[src/rtl/ad7606_par_capture_if.sv]
// Signal bundle between the AD7606 capture engine, the ADC pins and the downstream consumers.
// master = capture engine side, slave = ADC/trigger/consumer side.
interface ad7606_par_capture_if #(
   parameter int CH_NUM = 8,
   parameter int DATA_W = 16
);
   logic                     start_i;
   logic                     convst_o;
   logic                     busy_i;
   logic                     cs_o;
   logic                     rd_o;
   logic [DATA_W-1:0]        ad_data_i;
   logic                     sample_valid_o;
   logic [3:0]               sample_ch_o;
   logic [DATA_W-1:0]        sample_data_o;
   logic                     frame_valid_o;
   logic [CH_NUM*DATA_W-1:0] frame_data_o;
   logic                     busy_o;
   logic                     tmo_err_o;
   logic                     overrun_o;

   modport master (
      input  start_i, busy_i, ad_data_i,
      output convst_o, cs_o, rd_o, sample_valid_o, sample_ch_o, sample_data_o,
             frame_valid_o, frame_data_o, busy_o, tmo_err_o, overrun_o
   );

   modport slave (
      output start_i, busy_i, ad_data_i,
      input  convst_o, cs_o, rd_o, sample_valid_o, sample_ch_o, sample_data_o,
             frame_valid_o, frame_data_o, busy_o, tmo_err_o, overrun_o
   );
endinterface

[src/rtl/ad7606_par_capture.sv]
// AD7606-family parallel capture engine: CONVST pulse, BUSY handshake with timeout,
// CH_NUM RD/CS word reads into a per-sample stream and a packed frame.
//
//   state  | meaning
//   IDLE   | waiting for start_i
//   CONV   | convst_o low for CONV_LOW cycles
//   WAIT_H | waiting for synchronised BUSY to rise (timeout -> ERR)
//   WAIT_L | waiting for synchronised BUSY to fall (timeout -> ERR)
//   READ   | CH_NUM words, each RD_LOW_CYC low + RD_HIGH_CYC high
//   DONE   | one cycle, frame_valid_o
//   ERR    | one cycle, sets sticky tmo_err_o
module ad7606_par_capture #(
   parameter int CH_NUM      = 8,
   parameter int DATA_W      = 16,
   parameter int CONV_LOW    = 4,
   parameter int RD_LOW_CYC  = 2,
   parameter int RD_HIGH_CYC = 2,
   parameter int BUSY_TMO    = 4096,
   parameter int CS_MODE     = 0
) (
   input logic                  sys_clk_i,
   input logic                  rst_i,
   ad7606_par_capture_if.master bus
);

   localparam int WORD_CYC = RD_LOW_CYC + RD_HIGH_CYC;
   localparam int CNT_MAX0 = (CONV_LOW > WORD_CYC) ? CONV_LOW : WORD_CYC;
   localparam int CNT_MAX  = (BUSY_TMO > CNT_MAX0) ? BUSY_TMO : CNT_MAX0;
   localparam int CNT_W    = $clog2(CNT_MAX + 1);

   localparam logic [CNT_W-1:0] CONV_LD = CNT_W'(CONV_LOW - 1);
   localparam logic [CNT_W-1:0] TMO_LD  = CNT_W'(BUSY_TMO - 1);
   localparam logic [CNT_W-1:0] WORD_LD = CNT_W'(WORD_CYC - 1);
   localparam logic [CNT_W-1:0] RD_HI   = CNT_W'(RD_HIGH_CYC);
   localparam logic [3:0]       CH_LAST = 4'(CH_NUM - 1);

   if (CH_NUM < 1 || CH_NUM > 16) begin : g_ch_num_check
      $error("ad7606_par_capture: CH_NUM must be within 1..16");
   end

   typedef enum logic [2:0] {
      S_IDLE, S_CONV, S_WAIT_H, S_WAIT_L, S_READ, S_DONE, S_ERR
   } state_t;

   state_t           state, state_nxt;
   logic [CNT_W-1:0] cnt, cnt_nxt;
   logic [3:0]       ch, ch_nxt;
   logic [1:0]       busy_sync;
   logic             busy_s;
   logic             convst_nxt, rd_nxt, cs_nxt, busy_nxt, fv_nxt, capture;

   assign busy_s = busy_sync[1];

   always_ff @(posedge sys_clk_i) begin
      if (rst_i) begin
         state              <= S_IDLE;
         cnt                <= '0;
         ch                 <= '0;
         busy_sync          <= '0;
         bus.convst_o       <= 1'b1;
         bus.cs_o           <= 1'b1;
         bus.rd_o           <= 1'b1;
         bus.busy_o         <= 1'b0;
         bus.frame_valid_o  <= 1'b0;
         bus.sample_valid_o <= 1'b0;
         bus.sample_ch_o    <= '0;
         bus.sample_data_o  <= '0;
         bus.frame_data_o   <= '0;
         bus.tmo_err_o      <= 1'b0;
         bus.overrun_o      <= 1'b0;
      end else begin
         state              <= state_nxt;
         cnt                <= cnt_nxt;
         ch                 <= ch_nxt;
         busy_sync          <= {busy_sync[0], bus.busy_i};
         bus.convst_o       <= convst_nxt;
         bus.cs_o           <= cs_nxt;
         bus.rd_o           <= rd_nxt;
         bus.busy_o         <= busy_nxt;
         bus.frame_valid_o  <= fv_nxt;
         bus.sample_valid_o <= capture;
         bus.overrun_o      <= bus.start_i && bus.busy_o;
         if (capture) begin
            bus.sample_ch_o   <= ch;
            bus.sample_data_o <= bus.ad_data_i;
            for (int i = 0; i < CH_NUM; i++) begin
               if (ch == 4'(i)) bus.frame_data_o[i*DATA_W +: DATA_W] <= bus.ad_data_i;
            end
         end
         if (state_nxt == S_ERR) bus.tmo_err_o <= 1'b1;
      end
   end

   // cnt is a down-counter reused as CONV width, BUSY timeout and RD word phase.
   always_comb begin
      state_nxt = state;
      cnt_nxt   = cnt;
      ch_nxt    = ch;
      case (state)
         S_IDLE: begin
            if (bus.start_i) begin
               state_nxt = S_CONV;
               cnt_nxt   = CONV_LD;
               ch_nxt    = '0;
            end
         end
         S_CONV: begin
            if (cnt == '0) begin
               state_nxt = S_WAIT_H;
               cnt_nxt   = TMO_LD;
            end else begin
               cnt_nxt = cnt - 1'b1;
            end
         end
         S_WAIT_H: begin
            if (busy_s) begin
               state_nxt = S_WAIT_L;
               cnt_nxt   = TMO_LD;
            end else if (cnt == '0) begin
               state_nxt = S_ERR;
            end else begin
               cnt_nxt = cnt - 1'b1;
            end
         end
         S_WAIT_L: begin
            if (!busy_s) begin
               state_nxt = S_READ;
               cnt_nxt   = WORD_LD;
               ch_nxt    = '0;
            end else if (cnt == '0) begin
               state_nxt = S_ERR;
            end else begin
               cnt_nxt = cnt - 1'b1;
            end
         end
         S_READ: begin
            if (cnt == '0) begin
               if (ch == CH_LAST) begin
                  state_nxt = S_DONE;
               end else begin
                  ch_nxt  = ch + 4'd1;
                  cnt_nxt = WORD_LD;
               end
            end else begin
               cnt_nxt = cnt - 1'b1;
            end
         end
         S_DONE:  state_nxt = S_IDLE;
         S_ERR:   state_nxt = S_IDLE;
         default: state_nxt = S_IDLE;
      endcase
   end

   // Pin values are decoded from the next state so they line up with the state register.
   always_comb begin
      convst_nxt = (state_nxt != S_CONV);
      rd_nxt     = !((state_nxt == S_READ) && (cnt_nxt >= RD_HI));
      cs_nxt     = (CS_MODE != 0) ? (state_nxt != S_READ) : rd_nxt;
      busy_nxt   = (state_nxt != S_IDLE);
      fv_nxt     = (state_nxt == S_DONE);
      capture    = (state == S_READ) && (cnt == RD_HI);
   end

endmodule

[src/flat_wrapper.sv]
// flat-port wrapper written by rule: the top's interface ports become plain ports
module ad7606_par_capture_flat 
#(
   parameter int CH_NUM      = 8,
   parameter int DATA_W      = 16,
   parameter int CONV_LOW    = 4,
   parameter int RD_LOW_CYC  = 2,
   parameter int RD_HIGH_CYC = 2,
   parameter int BUSY_TMO    = 4096,
   parameter int CS_MODE     = 0
)
  (sys_clk_i, rst_i, bus_start_i, bus_busy_i, bus_ad_data_i, bus_convst_o, bus_cs_o, bus_rd_o, bus_sample_valid_o, bus_sample_ch_o, bus_sample_data_o, bus_frame_valid_o, bus_frame_data_o, bus_busy_o, bus_tmo_err_o, bus_overrun_o);
  ad7606_par_capture_if #(.CH_NUM(CH_NUM), .DATA_W(DATA_W)) bus_i ();
  input logic sys_clk_i;
  input logic rst_i;
  input wire logic [$bits(bus_i.start_i)-1:0] bus_start_i;
  input wire logic [$bits(bus_i.busy_i)-1:0] bus_busy_i;
  input wire logic [$bits(bus_i.ad_data_i)-1:0] bus_ad_data_i;
  output wire logic [$bits(bus_i.convst_o)-1:0] bus_convst_o;
  output wire logic [$bits(bus_i.cs_o)-1:0] bus_cs_o;
  output wire logic [$bits(bus_i.rd_o)-1:0] bus_rd_o;
  output wire logic [$bits(bus_i.sample_valid_o)-1:0] bus_sample_valid_o;
  output wire logic [$bits(bus_i.sample_ch_o)-1:0] bus_sample_ch_o;
  output wire logic [$bits(bus_i.sample_data_o)-1:0] bus_sample_data_o;
  output wire logic [$bits(bus_i.frame_valid_o)-1:0] bus_frame_valid_o;
  output wire logic [$bits(bus_i.frame_data_o)-1:0] bus_frame_data_o;
  output wire logic [$bits(bus_i.busy_o)-1:0] bus_busy_o;
  output wire logic [$bits(bus_i.tmo_err_o)-1:0] bus_tmo_err_o;
  output wire logic [$bits(bus_i.overrun_o)-1:0] bus_overrun_o;
  assign bus_i.start_i = bus_start_i;
  assign bus_i.busy_i = bus_busy_i;
  assign bus_i.ad_data_i = bus_ad_data_i;
  assign bus_convst_o = bus_i.convst_o;
  assign bus_cs_o = bus_i.cs_o;
  assign bus_rd_o = bus_i.rd_o;
  assign bus_sample_valid_o = bus_i.sample_valid_o;
  assign bus_sample_ch_o = bus_i.sample_ch_o;
  assign bus_sample_data_o = bus_i.sample_data_o;
  assign bus_frame_valid_o = bus_i.frame_valid_o;
  assign bus_frame_data_o = bus_i.frame_data_o;
  assign bus_busy_o = bus_i.busy_o;
  assign bus_tmo_err_o = bus_i.tmo_err_o;
  assign bus_overrun_o = bus_i.overrun_o;
  ad7606_par_capture #(.CH_NUM(CH_NUM), .DATA_W(DATA_W), .CONV_LOW(CONV_LOW), .RD_LOW_CYC(RD_LOW_CYC), .RD_HIGH_CYC(RD_HIGH_CYC), .BUSY_TMO(BUSY_TMO), .CS_MODE(CS_MODE)) u_core (.sys_clk_i(sys_clk_i), .rst_i(rst_i), .bus(bus_i));
endmodule
[config.mk]
export PLATFORM = sky130hd
export DESIGN_NAME = ad7606_par_capture_flat
export DESIGN_NICKNAME = d
export VERILOG_FILES = /design/src/rtl/ad7606_par_capture_if.sv /design/src/rtl/ad7606_par_capture.sv /design/src/flat_wrapper.sv
export SDC_FILE = /design/constraint.sdc
export NUM_CORES = 1
export LEC_CHECK = 0
export BUFFER_PORTS_ARGS = -buffer_cell sky130_fd_sc_hd__buf_4
export CORE_MARGIN = 3
export CORE_UTILIZATION = 40
export CTS_CLUSTER_SIZE = 14
export DETAILED_ROUTE_END_ITERATION = 10
export GPL_ROUTABILITY_DRIVEN = 0
export HOLD_SLACK_MARGIN = 0.15
export PLACE_DENSITY_LB_ADDON = 0.25
export SLEW_MARGIN = 20
export SYNTH_ARGS = -nofsm -noshare
export SYNTH_HDL_FRONTEND = slang
export SYNTH_SLANG_ARGS = --single-unit
[constraint.sdc]
create_clock -name sys_clk_i -period 3.82 [get_ports sys_clk_i]
set_input_delay 0 -clock sys_clk_i [delete_from_list [all_inputs] [get_ports sys_clk_i]]
set_output_delay 0 -clock sys_clk_i [all_outputs]
set_load 0.05 [all_outputs]
==> impl_metrics.yaml, run 1 <==
grt:
  grt_use_met1_pct: 30.2
  use_met3_pct: 5.66
  grt_pass1_wl_um: 34100
  grt_max_degree: 90
  grt_pass1_vias: 6110
  grt.overflow.total: 0
  antenna_found_initial: 0
  track_usage_pct: 22.1
  grtUsageMet2_pct: 34.3
  top_usage_layer: "met2"
sta:
  slew_headroom_pct: 39.1
  fmax_ghz: 0.294
  finClkSkew_ps: 10.2
  worst_pin_slew_ps: 914
  drv_slew: 0
  fin_crit_sh_pct: 89.0
  final.setup.tns_ps: 0
  period_minus_slack_ps: 3400
  rsz0062_at_grt: "false"
  fin_ws_ps: 418
  setup_viol: 0
  hold_viol: 0
  holdWs_ps: 137
finish:
  area_growth_pct: 30.6
  drive_above_1_share_pct: 21.0
  diodes: 0
  layout.nets: 1074
  fin_area_sq_um: 9140
route:
  routedWlPerCell_um: 17.1
  vias: 6700
  vias_per_cell: 5.23
  ant_nets: 0
  drt-initial-drc-count: 657
  drc: 0
  drtPass1Iterations: 5
  wl_um: 21800
place:
  post-dp-hpwl_um: 14500
  port-buffer-count: 175
  dp_slack_ps: 490
  place_area_sq_um: 8360
pwr:
  clockPowerShare_pct: 31.8
  power_frac_comb_pct: 30.1
  ir_drop_uv: 305
  p_sw_share_pct: 35.7
  power_frac_seq_pct: 38.1
  p_switching_mw: 1.97
  powerDensity_nw_per_um2: 605
  internal_power_mw: 3.56
  total_power_mw: 5.53
  p_leak_nw: 3.53
clock_network:
  postCtsResizedCells: 0
  cts_root_buf: "clkbuf_16"
  cts_htree_levels: 4
  cts_buffers: 17
  cts_tree: "yes"
  post_cts_buffers: 0
  clk_latency_ps: 430
  cts_sinks: 177
  clock_path_buffers: 2
  clk_pin_slew_worst_paths_ps: 70
floorplanning:
  rows: 47
  dieArea_sq_um: 19100
  die_h_um: 138
  die_width_um: 138
  num_io_pins: 176
  initial_utilization_pct: 41.5
  core_area_sq_um: 16900
critical_path:
  path_cells: "inv_1, ha_1, or3b_1, nor4_4, inv_4, o21ai_4, o32ai_1, nor4b_1, nand4_1, o31ai_2"
  crit_slowest_cell: "nor4_4"
  crit_family: "simple AND/OR/NAND/NOR gates"
  cp_max_fo: 17
  critPathLaunchType: "register"
  worst_setup_path_end_kind: "register"
  critPathArrivalTime_ps: 3740
  max_stage_delay_ps: 530
  worstPathRequired_ps: 4160
  crit_type: "reg -> reg"
  critPathBufInv: 2
logic_synthesis:
  ys_seq_area_share_pct: 50.6
  synth_edf_count: 0
  ys_types: 62
  synthArstFlopShare_pct: 0
  synth_nets: 929
  ys.flop_type: "dfxtp_1"
  ys_seq_elements: 177
  syn-instance-count: 902
  yosysWarnings: 0
  synth_area_per_cell_sq_um: 7.76
  netlist_area_sq_um: 7000
status:
  status: "finished clean"
flow_run:
  max_cap_violations: 0
min_path:
  hp-class: "in -> reg"
layout make-up:
type | instances | area, sq um
inverter | 13 | 51.3
multi-input combinational | 636 | 3100
timing repair buffer | 202 | 1580
clock buffer | 20 | 447
tap | 220 | 275
sequential | 177 | 3540
fill | 1603 | 7740
clock inverter | 12 | 146
metal layers:
layer	share of wire, %	wire [um]	vias up
met2	45	9910	258
met1	45	9830	3112
met3	7.5	1650	30
met5	0	0	-
met4	2.1	448	0
li1	-	-	3300
timing repair:
| action | CTS | global route |
|---|---|---|
| endpoints found under the setup margin | 0 | 0 |
| hold buffers | 19 | 0 |
| hold endpoints to repair | 147 | 0 |
layout by cell type, fill, tap and decap left out, types with 6 or more instances in the layout:
cell / synthesis / final
nor2_1: 26 / 26
clkbuf_16: 0 / 17
nand2_1: 312 / 312
ha_1: 7 / 7
dfxtp_1: 177 / 177
a21oi_1: 167 / 167
nor2b_1: 10 / 10
buf_4: 3 / 182
o21ai_0: 8 / 8
nand3_1: 9 / 9
dlygate4sd3_1: 0 / 19
nor4_1: 6 / 6
inv_1: 12 / 12
sequential cells by signal (all words and copies together), names as in the netlist:
signal	flops
u_core.cnt	13
u_core.bus.frame_data_o	128
u_core.bus.overrun_o	1
u_core.bus.busy_o	1
u_core.bus.cs_o	1
u_core.bus.frame_valid_o	1
u_core.bus.convst_o	1
u_core.bus.tmo_err_o	1
u_core.state	3
u_core.bus.sample_valid_o	1
u_core.busy_sync	2
u_core.ch	4
u_core.bus.sample_data_o	16
u_core.bus.sample_ch_o	4
Yosys cell counts, drive strengths merged (5+ instances only):
cell / count / area [sq um]
a211oi: 5 / 37.5
a21oi: 167 / 836
a31oi: 5 / 31.3
and3: 5 / 31.3
buf: 10 / 56.3
clkbuf: 66 / 248
dfxtp: 177 / 3540
ha: 7 / 87.6
inv: 13 / 51.3
nand2: 312 / 1170
nand3: 9 / 45.0
nor2: 26 / 97.6
nor2b: 10 / 62.6
nor3: 6 / 35.0
nor4: 7 / 58.8
o21ai: 9 / 56.3
stage by stage:
stage               utilization (%)  instances
global route                   54.1       1280
detailed placement             49.5       1229
global placement               49.5       1229
CTS                            54.1       1280
finish                         54.1       1280
floorplan                         -        902
power groups by stage:
stage / logic (mW) / registers [mW] / clock network [mW]
after floorplan: 1.27 / 2.12 / 0
after global placement: 1.63 / 2.14 / 0
after detailed placement: 1.61 / 2.14 / 0
after CTS: 1.64 / 2.10 / 1.78
after global routing: 1.84 / 2.13 / 1.86
final: 1.67 / 2.11 / 1.76
cell families (layout without fill, tap and decap cells):
| kind of cell | Yosys count | count (layout) | share of synthesized area (%) |
|---|---|---|---|
| AND/OR/NAND/NOR | 405 | 405 | 24.6 |
| AO/OA/AOI/OAI | 218 | 218 | 17.6 |
| adder cells (fa/ha/maj) | 8 | 8 | 1.39 |
| flip-flops | 177 | 177 | 50.6 |
| multiplexers | 1 | 1 | 0.161 |
| XOR/XNOR | 4 | 4 | 0.501 |
| buffers and inverters | 89 | 247 | 5.08 |
path summary, 6_finish.rpt:
path                                        from                                 to  slack (ps)  cells past startpoint
setup / recovery        u_core.cnt[0]$_SDFF_PP0_         u_core.bus.cs_o$_SDFF_PP1_         420                     10
hold / removal                             rst_i  u_core.bus.tmo_err_o$_SDFFE_PP0N_         140                      2
setup reg to reg        u_core.cnt[0]$_SDFF_PP0_         u_core.bus.cs_o$_SDFF_PP1_         420                     10
hold reg to reg   u_core.busy_sync[0]$_SDFF_PP0_     u_core.busy_sync[1]$_SDFF_PP0_         440                      1
(Power assumes the default switching activity.)
==> run 2, diff against run 1 <==
clock period = 3.6 ns   (was 3.82 ns; I/O delays follow)
==> run 2 against run 1 <==
Compared with the run above:
- design area increased by 0.22%
- via count decreased by 1.3%
- die area unchanged
- core utilization increased by 0.12 points
- register-to-register slack got worse by 120 ps
==> impl_metrics.yaml, run 2 (synthesized netlist as in run 1, its figures left out) <==
status:
  status: "finished clean"
grt:
  track_usage_pct: 21.6
  grt_use_met1_pct: 29.8
  grtUsageMet2_pct: 33.9
  grt_pass1_wl_um: 33300
  grt_pass1_vias: 5918
  grt.overflow.total: 0
  use_met3_pct: 5.35
  antenna_found_initial: 0
  grt_max_degree: 99
  top_usage_layer: "met2"
pwr:
  p_sw_share_pct: 35.8
  clockPowerShare_pct: 32.1
  powerDensity_nw_per_um2: 646
  p_leak_nw: 3.54
  internal_power_mw: 3.80
  p_switching_mw: 2.12
  total_power_mw: 5.92
  ir_drop_uv: 370
  power_frac_comb_pct: 30.1
  power_frac_seq_pct: 37.8
finish:
  largest_reg_flops: 128
  multi_input_area_sq_um: 3100
  diodes: 0
  largest_registers: "u_core.bus.frame_data_o: 128 flops, u_core.bus.sample_data_o: 16 flops, u_core.cnt: 13 flops"
  seq_area_sq_um: 3540
  num-fill-cells: 1559
  utilization_pct: 54.3
  layout.nets: 1074
  final_common_cell: "nand2_1"
  area_growth_pct: 30.9
  regMostFlops: "u_core.bus.frame_data_o"
  layout_common_cells: "nand2_1 (312), buf_4 (183), dfxtp_1 (177)"
  drive_above_1_share_pct: 21.2
sta:
  slew_headroom_pct: 31.4
  period_minus_slack_ps: 3300
  fin_crit_sh_pct: 91.8
  drv_slew: 0
  worst_pin_slew_ps: 1030
  hold_viol: 0
  fmax_ghz: 0.303
  final.setup.tns_ps: 0
  setup_viol: 0
  finClkSkew_ps: 11.3
  fin_ws_ps: 296
  rsz0062_at_grt: "false"
clock_network:
  clk_pin_slew_worst_paths_ps: 70
  cts_htree_levels: 4
  post_cts_buffers: 0
  cts_tree: "yes"
  clock_path_buffers: 2
  cts_buffers: 17
  cts_sinks: 177
  cts_root_buf: "clkbuf_16"
  clk_latency_ps: 430
critical_path:
  cp_max_fo: 11
  worstPathRequired_ps: 3940
  critPathLaunchType: "register"
  worst_r2r_path_depth: 10
  critPathArrivalTime_ps: 3650
  crit_type: "reg -> reg"
  crit_slowest_cell: "or3b_1"
  max_stage_delay_ps: 540
  worst_setup_path_end_kind: "register"
  path_cells: "inv_1, ha_1, or3b_1, nor4_4, inv_4, o21ai_4, o32ai_1, nor4b_1, nand4_1, o31ai_2"
route:
  vias_per_cell: 5.17
  drtPass1Iterations: 5
  drt-initial-drc-count: 547
  wl_um: 21600
  routedWlPerCell_um: 16.9
  ant_nets: 0
  vias: 6613
  drc: 0
floorplanning:
  die_width_um: 138
  core_area_sq_um: 16900
  dieArea_sq_um: 19100
  num_io_pins: 176
  rows: 47
  die_h_um: 138
  initial_utilization_pct: 41.5
place:
  post-dp-hpwl_um: 14300
  port-buffer-count: 175
  dp_slack_ps: 378
flow_run:
  max_cap_violations: 0
min_path:
  hp-class: "in -> reg"
  worstHoldPathCells: 2
[run 2: layout make-up]
cell class              instances  area share, %
multi-input cells             636           33.8
flip-flops and latches        177           38.7
repair buffers                202           17.2
well taps                     220           3.01
clock inverters                13           1.89
clock buffers                  19           4.84
inverters                      13          0.560
[run 2: per-stage QoR]
step,std cells,area [sq um],hold WS [ps]
final,1280,9160,216
after global routing,1280,9160,259
after CTS,1280,9160,217
after detailed placement,1230,8360,217
after global placement,1230,8360,216
after floorplan,902,7000,114
[run 2: path summary, 6_finish.rpt]
path	startpoint	end	slack [ps]
max	u_core.cnt[0]$_SDFF_PP0_	u_core.bus.cs_o$_SDFF_PP1_	300
min	rst_i	u_core.bus.tmo_err_o$_SDFFE_PP0N_	220
max reg2reg	u_core.cnt[0]$_SDFF_PP0_	u_core.bus.cs_o$_SDFF_PP1_	300
min reg2reg	u_core.busy_sync[0]$_SDFF_PP0_	u_core.busy_sync[1]$_SDFF_PP0_	440
[run 2: power groups by stage]
stage | Combinational (mW) | Clock [mW] | Sequential [mW]
floorplan | 1.35 | 0 | 2.25
global placement | 1.73 | 0 | 2.27
detailed placement | 1.72 | 0 | 2.27
CTS | 1.74 | 1.93 | 2.22
global route | 1.97 | 2.01 | 2.25
finish | 1.78 | 1.90 | 2.23
[run 2: critical path: cells and delay by family, from the launching register on]
| family | cells | cell delay, ps |
|---|---|---|
| AND/OR/NAND/NOR | 4 | 1590 |
| AO/OA/AOI/OAI | 3 | 740 |
| flip-flops | 1 | 380 |
| adder cells (fa/ha/maj) | 1 | 260 |
| buffers and inverters | 2 | 250 |
[run 2: layer usage]
| metal | up-vias | share of wire [%] |
|---|---|---|
| met3 | 22 | 8.0 |
| li1 | 3291 | - |
| met5 | - | 0 |
| met4 | 0 | 1.7 |
| met2 | 303 | 46 |
| met1 | 2997 | 44 |
[run 2: repair_timing]
item	CTS	global route
hold buffers	18	0
resized for setup	0	0
hold endpoints to repair	149	0
==> run 3, diff against run 2 <==
ABC_AREA = 1   (was default)
==> run 3 against run 2 <==
Compared with the run above:
- design area increased by 5.1%
- worst setup slack improved by 670 ps
- core utilization decreased by 1.2 points
- count of clock-buffer cells in the layout decreased by 1
- register-to-register slack improved by 670 ps
- wire length about the same
- sequential share of layout area decreased by 1.9 points
- clock power decreased by 5%
- sequential power decreased by 3%
- largest power group unchanged
- highest routed layer unchanged
==> impl_metrics.yaml, run 3 <==
logic_synthesis:
  synth_edf_count: 0
  synthSimpleGateAreaFrac_pct: 18.5
  synth_top_area_cell: "dfxtp_1"
  synth_area_per_cell_sq_um: 8.98
  yosysMostFrequentCell: "nor2_1"
  synthArstFlopShare_pct: 0
  yosys-top-cells-count: "nor2_1 (183), dfxtp_1 (177), a211oi_2 (99)"
  netlist_area_sq_um: 7450
  ys_seq_area_share_pct: 47.6
  synth_nets: 856
  synth-xor-area-share_pct: 0.353
  synth_compound_area_share_pct: 24.5
  yosys-mux-area-fraction_pct: 0
  ys_types: 32
  synth_top_cell_area_share_pct: 47.6
  ys.flop_type: "dfxtp_1"
  ys_seq_elements: 177
  synth_area_leaders: "dfxtp_1 (48%), a211oi_2 (17%), nor2_1 (9.2%)"
  synth_top_family_by_area: "compound AO/OA/AOI/OAI gates"
  yosysWarnings: 0
  syn-instance-count: 829
  synthAdderAreaFrac_pct: 1.18
sta:
  final.setup.tns_ps: 0
  holdWs_ps: 409
  fin_crit_sh_pct: 73.1
  rsz0062_at_grt: "false"
  slew_headroom_pct: 40.7
  hold_viol: 0
  drv_slew: 0
  setup_viol: 0
  period_minus_slack_ps: 2630
  finClkSkew_ps: 14.8
  fmax_ghz: 0.380
  worst_pin_slew_ps: 888
finish:
  area_growth_pct: 29.3
  diodes: 0
  utilization_pct: 53.0
  regMostFlops: "u_core.bus.frame_data_o"
  layout_common_cells: "nor2_1 (183), buf_4 (182), dfxtp_1 (177)"
  largest_registers: "u_core.bus.frame_data_o: 128 flops, u_core.bus.sample_data_o: 16 flops, u_core.cnt: 13 flops"
  drive_above_1_share_pct: 32.7
  layout.nets: 1031
  final_common_cell: "nor2_1"
  largest_reg_flops: 128
pwr:
  clockPowerShare_pct: 30.2
  total_power_mw: 5.97
  p_sw_share_pct: 39.8
  power_frac_comb_pct: 33.5
  power_frac_seq_pct: 36.3
  ir_drop_uv: 357
  powerDensity_nw_per_um2: 621
  p_leak_nw: 3.95
  internal_power_mw: 3.60
  p_switching_mw: 2.37
floorplanning:
  die_width_um: 142
  initial_utilization_pct: 41.0
  num_io_pins: 176
  core_area_sq_um: 18100
  die_h_um: 142
  rows: 49
  dieArea_sq_um: 20300
route:
  wl_um: 21600
  vias: 6181
  drtPass1Iterations: 5
  drt-initial-drc-count: 478
  vias_per_cell: 4.96
  routedWlPerCell_um: 17.3
  drc: 0
  ant_nets: 0
clock_network:
  cts_root_buf: "clkbuf_16"
  clk_pin_slew_worst_paths_ps: 70
  clock_path_buffers: 2
  cts_htree_levels: 4
  clk_latency_ps: 430
  post_cts_buffers: 0
  cts_sinks: 177
  cts_buffers: 17
  postCtsResizedCells: 0
  cts_tree: "yes"
critical_path:
  worstPathRequired_ps: 3890
  critPathBufInv: 1
  crit_type: "reg -> reg"
  cp_max_fo: 15
  crit_family: "simple AND/OR/NAND/NOR gates"
  worst_setup_path_end_kind: "register"
  r2r_slack_ps: 970
  cpMostUsedCell: "nand2_1"
  path_cells: "inv_1, ha_1, nand2_1, nor2_2, nand2_1, nand2_1, nand4_2, o21ai_0, nor3b_1"
  critPathArrivalTime_ps: 2920
  max_stage_delay_ps: 490
  critPathLaunchType: "register"
  crit_slowest_cell: "o21ai_0"
grt:
  antenna_found_initial: 0
  grt_max_degree: 129
  grt_pass1_vias: 5832
  track_usage_pct: 21.1
  grt.overflow.total: 0
  grt_pass1_wl_um: 33100
status:
  status: "finished clean"
place:
  post-dp-hpwl_um: 14200
  port-buffer-count: 175
min_path:
  hp-class: "reg -> reg"
flow_run:
  max_cap_violations: 0
==> run 3: area by class of cell <==
type,count,area [sq um]
fillers,1646,8520
flip-flops and latches,177,3540
multi-input cells,524,3320
repair buffers,205,1610
clock buffers,18,429
inverters,79,297
well taps,229,287
clock inverters,14,144
==> run 3: what timing repair did <==
| action | in CTS | in global routing |
|---|---|---|
| setup endpoints to repair | 0 | 0 |
| hold buffers | 21 | 0 |
| endpoints found under the hold margin | 47 | 0 |
==> run 3: through the flow <==
stage | area, sq um | setup WS, ps | instances
3_3_place_gp | 8840 | 1100 | 1193
5_1_grt | 9630 | 669 | 1246
2_1_floorplan | 7450 | 1590 | 829
6_report | 9630 | 970 | 1246
4_1_cts | 9630 | 1030 | 1246
3_5_place_dp | 8840 | 1030 | 1193
==> run 3: power by group through the flow <==
stage	sequential, mW	clock [mW]	combinational (mW)
2_1_floorplan	2.27	0	1.45
3_3_place_gp	2.21	0	1.97
3_5_place_dp	2.21	0	1.95
4_1_cts	2.17	1.83	1.98
5_1_grt	2.19	1.92	2.29
6_report	2.17	1.81	2.00
==> run 3: logic make-up after synthesis <==
kind of cell	Yosys count
and+or+nand+nor	317
AOI/OAI and AO/OA	197
DFF	177
buffers and inverters	128
adders and majority gates	7
xor gates and xnor gates	3
==> run 3: path summary, 6_finish.rpt <==
check / startpoint / endpoint / cells past startpoint
max: u_core.cnt[1]$_SDFF_PP0_ / u_core.ch[2]$_SDFFE_PP0P_ / 9
min: u_core.busy_sync[0]$_SDFF_PP0_ / u_core.busy_sync[1]$_SDFF_PP0_ / 2
max reg2reg: u_core.cnt[1]$_SDFF_PP0_ / u_core.ch[2]$_SDFFE_PP0P_ / 9
min reg2reg: u_core.busy_sync[0]$_SDFF_PP0_ / u_core.busy_sync[1]$_SDFF_PP0_ / 2
==> run 3: per-layer routing <==
layer | up-vias | share of wire (%) | wire length (um) | track usage, %
met5 | - | 0 | 0 | 0
met4 | 0 | 2.4 | 514 | 7.10
met3 | 23 | 7.3 | 1570 | 7.69
met2 | 170 | 47 | 10200 | 33.4
met1 | 2843 | 43 | 9280 | 26.8
li1 | 3145 | - | - | -
==> run 3: worst min-delay path, cell delays in order (launching register included) <==
cell	delay, ps
dfxtp_1	300
inv_1	40
nor2_1	30
